**src/rtl/vga_pkg.sv**
```systemverilog
// vga_pkg: screen state encoding, score width and saturating score increment
package vga_pkg;
  localparam int SCORE_W = 4;
  typedef enum logic [1:0] {START, GAME, PLAYER_1, PLAYER_2} state_t;
  function automatic logic [SCORE_W-1:0] sat_inc(input logic [SCORE_W-1:0] v);
    return &v ? v : v + 1'b1;
  endfunction
endpackage

```
**src/rtl/btn_debounce.sv**
```systemverilog
// btn_debounce: 2-FF synchroniser, debouncer and rising-edge pulse for a raw push-button
//   clk, rst : clock, synchronous active-high reset
//   btn      : raw asynchronous button level
//   press    : one-cycle pulse on each debounced 0->1 edge
module btn_debounce #(
  parameter int DEBOUNCE_CYCLES = 16
) (
  input  logic clk,
  input  logic rst,
  input  logic btn,
  output logic press
);
  localparam int CW = DEBOUNCE_CYCLES > 1 ? $clog2(DEBOUNCE_CYCLES) : 1;
  logic s1, s2, level, level_q;
  logic [CW-1:0] cnt;
  // Reset parks the debounced level high so a button held through reset
  // must be seen released before another press can be reported.
  always_ff @(posedge clk) begin
    if (rst) begin
      s1 <= 1'b0;
      s2 <= 1'b0;
      cnt <= '0;
      level <= 1'b1;
      level_q <= 1'b1;
    end else begin
      s1 <= btn;
      s2 <= s1;
      level_q <= level;
      if (s2 == level) cnt <= '0;
      else if (cnt == CW'(DEBOUNCE_CYCLES - 1)) begin
        level <= s2;
        cnt <= '0;
      end else cnt <= cnt + 1'b1;
    end
  end
  assign press = level & ~level_q;
endmodule

```
**src/rtl/game_state_ctrl.sv**
```systemverilog
// game_state_ctrl: screen FSM (START/GAME/PLAYER_1/PLAYER_2) with scores and game reset pulse
//   clk, rst           : clock, synchronous active-high reset
//   start_btn          : raw start button
//   p1_win, p2_win     : round-won pulses from game logic
//   vblnk              : vertical blank, rising edge is the frame tick
//   screen             : current screen
//   game_rst           : one-cycle pulse on entering GAME
//   score_p1, score_p2 : saturating round counters
// Define SCREEN_TIMEOUT_EN to return from win screens after WIN_FRAMES frames.
module game_state_ctrl
  import vga_pkg::*;
#(
  parameter int DEBOUNCE_CYCLES = 16,
  parameter int WIN_FRAMES = 300
) (
  input  logic               clk,
  input  logic               rst,
  input  logic               start_btn,
  input  logic               p1_win,
  input  logic               p2_win,
  input  logic               vblnk,
  output state_t             screen,
  output logic               game_rst,
  output logic [SCORE_W-1:0] score_p1,
  output logic [SCORE_W-1:0] score_p2
);
  logic start_press, expire;
  btn_debounce #(.DEBOUNCE_CYCLES(DEBOUNCE_CYCLES)) u_btn (
    .clk(clk),
    .rst(rst),
    .btn(start_btn),
    .press(start_press)
  );
`ifdef SCREEN_TIMEOUT_EN
  localparam int TW = $clog2(WIN_FRAMES + 1);
  logic vb_q, frame_tick, in_win;
  logic [TW-1:0] frames;
  assign frame_tick = vblnk & ~vb_q;
  assign in_win = screen == PLAYER_1 || screen == PLAYER_2;
  assign expire = in_win && frame_tick && frames == TW'(WIN_FRAMES - 1);
  // Held at zero outside win screens, so every entry starts a fresh count.
  always_ff @(posedge clk) begin
    if (rst) begin
      vb_q <= 1'b0;
      frames <= '0;
    end else begin
      vb_q <= vblnk;
      frames <= in_win ? frames + TW'(frame_tick) : '0;
    end
  end
`else
  logic unused_cfg;
  assign unused_cfg = vblnk ^ (WIN_FRAMES == 0);
  assign expire = 1'b0;
`endif
  always_ff @(posedge clk) begin
    if (rst) begin
      screen <= START;
      game_rst <= 1'b0;
      score_p1 <= '0;
      score_p2 <= '0;
    end else begin
      game_rst <= 1'b0;
      case (screen)
        START: if (start_press) begin
          screen <= GAME;
          game_rst <= 1'b1;
        end
        GAME: if (p1_win) begin
          screen <= PLAYER_1;
          score_p1 <= sat_inc(score_p1);
        end else if (p2_win) begin
          screen <= PLAYER_2;
          score_p2 <= sat_inc(score_p2);
        end
        default: if (start_press || expire) screen <= START;
      endcase
    end
  end
endmodule
```
**config.mk**
```make
export PLATFORM = sky130hd
export DESIGN_NAME = game_state_ctrl
export DESIGN_NICKNAME = d
export VERILOG_FILES = /design/src/rtl/vga_pkg.sv /design/src/rtl/btn_debounce.sv /design/src/rtl/game_state_ctrl.sv
export SDC_FILE = /design/constraint.sdc
export NUM_CORES = 1
export LEC_CHECK = 0
export BUFFER_PORTS_ARGS = -buffer_cell sky130_fd_sc_hd__buf_2
export CAP_MARGIN = 20
export CORE_ASPECT_RATIO = 0.9
export CORE_UTILIZATION = 55
export CTS_BUF_LIST = sky130_fd_sc_hd__clkbuf_2
export DETAILED_ROUTE_END_ITERATION = 8
export GPL_ROUTABILITY_DRIVEN = 0
export GPL_TIMING_DRIVEN = 0
export PLACE_DENSITY = 0.8
export SETUP_SLACK_MARGIN = 0.1
export SLEW_MARGIN = 20
export SYNTH_ARGS = -nofsm -noshare
export SYNTH_HDL_FRONTEND = slang
export SYNTH_HIERARCHICAL = 1
export SYNTH_SLANG_ARGS = --single-unit
```
**constraint.sdc**
```tcl
create_clock -name clk -period 2.8 [get_ports clk]
set_input_delay 0.14 -clock clk [delete_from_list [all_inputs] [get_ports clk]]
set_output_delay 0.14 -clock clk [all_outputs]
set_load 0.005 [all_outputs]
```
==> run metrics <==
placed insts=108; root buffer cell=clkbuf_2; status=finished, final reports clean; Clk network pwr share=0.277; most area-consuming cells after synthesis=dfxtp_1 45%, a31oi_4 5.0%, ha_1 4.5%; DR pass1 iterations=4; Row Count=13; fin worst setup slack=1.49 ns; Final min period=1.31 ns; DP HPWL=1000 um; startpoint types=flop; largest net degree at the start of global routing=12; syn_nets=87; Synth-to-Final Area Change=14.7%; vias in the first global route=499; P_sw=96.9 uW; drt via density=5.57; Top delay family on crit path=simple AND/OR/NAND/NOR gates; # fillers=119; GRT Util Overall=0.180; Post-Synthesis Cells=78; Reg power frac=0.672; post-synthesis sequential area ratio=0.451; Post-synth EDFFs=0; Synth cell types=30; total grt overflow=0; Leak Pwr=0.438 nW; Fmax=761 MHz; syn_area_per_cell=10.8 um2; total I/O pin count=17; data required time of the worst path=3.06 ns; crit path cell chain=ha_1, and3_4, or3_4, nor2_1; Worst-Skew Late Latency=0.31 ns; clock buffer depth=2; Final setup viols=0; final instance area=967 um2; Fin Setup TNS=0 ns; yosys warns=6; Setup WS pre-CTS=1.50 ns; worst relative slew slack=0.808; worst-path maximum fanout=4; port buffer count=15; Worst Skew=0.00696 ns; Post-DRT Antenna Nets=0; Die Wd=43.3 um; share of the synthesized area in the top cell type=0.451; Yosys top cell by area=dfxtp_1; die area=0.00169 mm2; Placement Cell Area=937 um2; H-Tree Level Count=1; Cell Area, Synth=843 um2; drt initial violations=10; Max IR drop VDD=0.000319 V; core area=0.00143 mm2; critical path class=flop to flop; RSZ-0062 raised after global routing=false; vias=629; WP buf/inv=0; Reg clk slew, reported paths=0.17 ns; Slew Viols, Final=0; clk sinks=19; net switching fraction of the power=0.234; Int Pwr=318 uW; Detailed Route WL=1330 um; most common flop cell mapped by yosys=dfxtp_1; CP Capture Type=flop; Finished Layout Cells=113; Post-route DRC=0; WL per Instance=11.8 um; initial antenna violation count=0; Worst path max stage delay=0.38 ns; register area=380 um2; Final Hold Fails=0; Seq cells post-synth=19; Max-cap violations=0; Worst EP arrival=1.58 ns; HP Class=input pin to flop; area of the multi-input gates=443 um2; Num CTS Buffers=3; ratio of cells with drive above 1 in the final layout=0.316; slowest CP cell=or3_4; Synth async-reset ratio=0; Final Cycle Share=0.469; number of diodes=0; Comb power frac=0.051; nets=108; Initial Util=0.589; pin slew with the least headroom to its limit=0.284 ns; CTS tree=yes; PwrDens=429 mW/mm2; PnR Total Power=415 uW; Die H=39.2 um; global-route wire length before repair=2200 um
[sequential cells by signal, summed over array words and instances (netlist names)]
| signal | count |
|---|---|
| score_p1 | 4 |
| score_p2 | 4 |
| u_btn/s2 | 1 |
| u_btn/level | 1 |
| u_btn/s1 | 1 |
| game_rst | 1 |
| u_btn/cnt | 4 |
| u_btn/level_q | 1 |
| screen | 2 |
[cell usage after synthesis, types with 2 or more instances]
cell type  number
nor3_1          2
dfxtp_1        19
xnor2_1         2
nor2b_1         4
ha_1            3
a31oi_4         2
nand3_1         3
nor2_1          8
nor4b_1         2
nand2_1         4
inv_1           4
mux2i_1         2
o41ai_1         2
a21oi_1         3
mux2_2          2
o21ai_0         2
[worst register-to-register path, delay by kind of cell, from the launching register on]
family | cells | cell delay [ns]
flops | 1 | 0.37
simple gates | 3 | 0.68
fa+ha+maj | 1 | 0.22
[power groups by stage]
stage | Clock [mW] | Sequential, mW | Combinational [mW]
after floorplan | 0 | 0.283 | 0.0128
after global placement | 0 | 0.284 | 0.0194
after detailed placement | 0 | 0.284 | 0.0203
after CTS | 0.120 | 0.279 | 0.0203
after global routing | 0.134 | 0.280 | 0.0248
final | 0.115 | 0.279 | 0.0212
[repair_timing]
action | CTS | global route
hold buffers | 0 | 1
setup buffers | 0 | 0
hold endpoints to repair | 0 | 1
resized for setup | 0 | 0
[path summary, 6_finish.rpt]
path                            cells past startpoint            to         start  slack (ns)
worst max-delay path                                4  u_btn/cnt[2]  u_btn/cnt[0]        1.49
worst min-delay path                                2      u_btn/s1           rst        0.06
worst max register to register                      4  u_btn/cnt[2]  u_btn/cnt[0]        1.49
worst min register to register                      1      u_btn/s2      u_btn/s1        0.47
[per-stage QoR]
stage           util  hold WS (ns)
2_1_floorplan      -         0.212
3_3_place_gp   0.655         0.349
3_5_place_dp   0.655         0.357
4_1_cts        0.669       0.00902
5_1_grt        0.676        0.0390
6_report       0.676        0.0632
[area by class of cell]
cell class,instances,share of cell area
Buffer,1,0.00517
Clock buffer,3,0.0155
Clock inverter,1,0.00517
Inverter,4,0.0155
Multi-Input combinational cell,54,0.458
Sequential cell,19,0.393
Tap cell,15,0.0194
Timing Repair Buffer,16,0.0880
[per-layer routing]
metal | routed length (um) | share of wire | up-vias | global-route usage
li1 | - | - | 324 | -
met1 | 680 | 0.51 | 287 | 0.239
met2 | 576 | 0.43 | 16 | 0.284
met3 | 55 | 0.041 | 2 | 0.0421
met4 | 19 | 0.014 | 0 | 0.0682
met5 | 0 | 0 | - | 0
[cell usage in the layout (no fill, tap or decap), types with 2 or more instances in the layout]
master	n
a21oi_1	3
a31oi_4	2
buf_2	16
clkbuf_2	3
dfxtp_1	19
ha_1	3
inv_1	4
mux2_2	2
mux2i_1	2
nand2_1	4
nand3_1	3
nor2_1	8
nor2b_1	4
nor3_1	2
nor4b_1	2
o21ai_0	2
o41ai_1	2
xnor2_1	2
[logic make-up (layout without fill, tap and decap cells)]
logic type | Yosys count | after routing | share of synthesized area
multiplexers | 5 | 5 | 0.0682
XOR/XNOR | 3 | 3 | 0.0312
flip-flops | 19 | 19 | 0.451
adder cells (fa/ha/maj) | 3 | 3 | 0.0445
AND/OR/NAND/NOR | 30 | 30 | 0.237
buffers and inverters | 5 | 25 | 0.0237
AO/OA/AOI/OAI | 13 | 13 | 0.144
(Power assumes the default switching activity.)
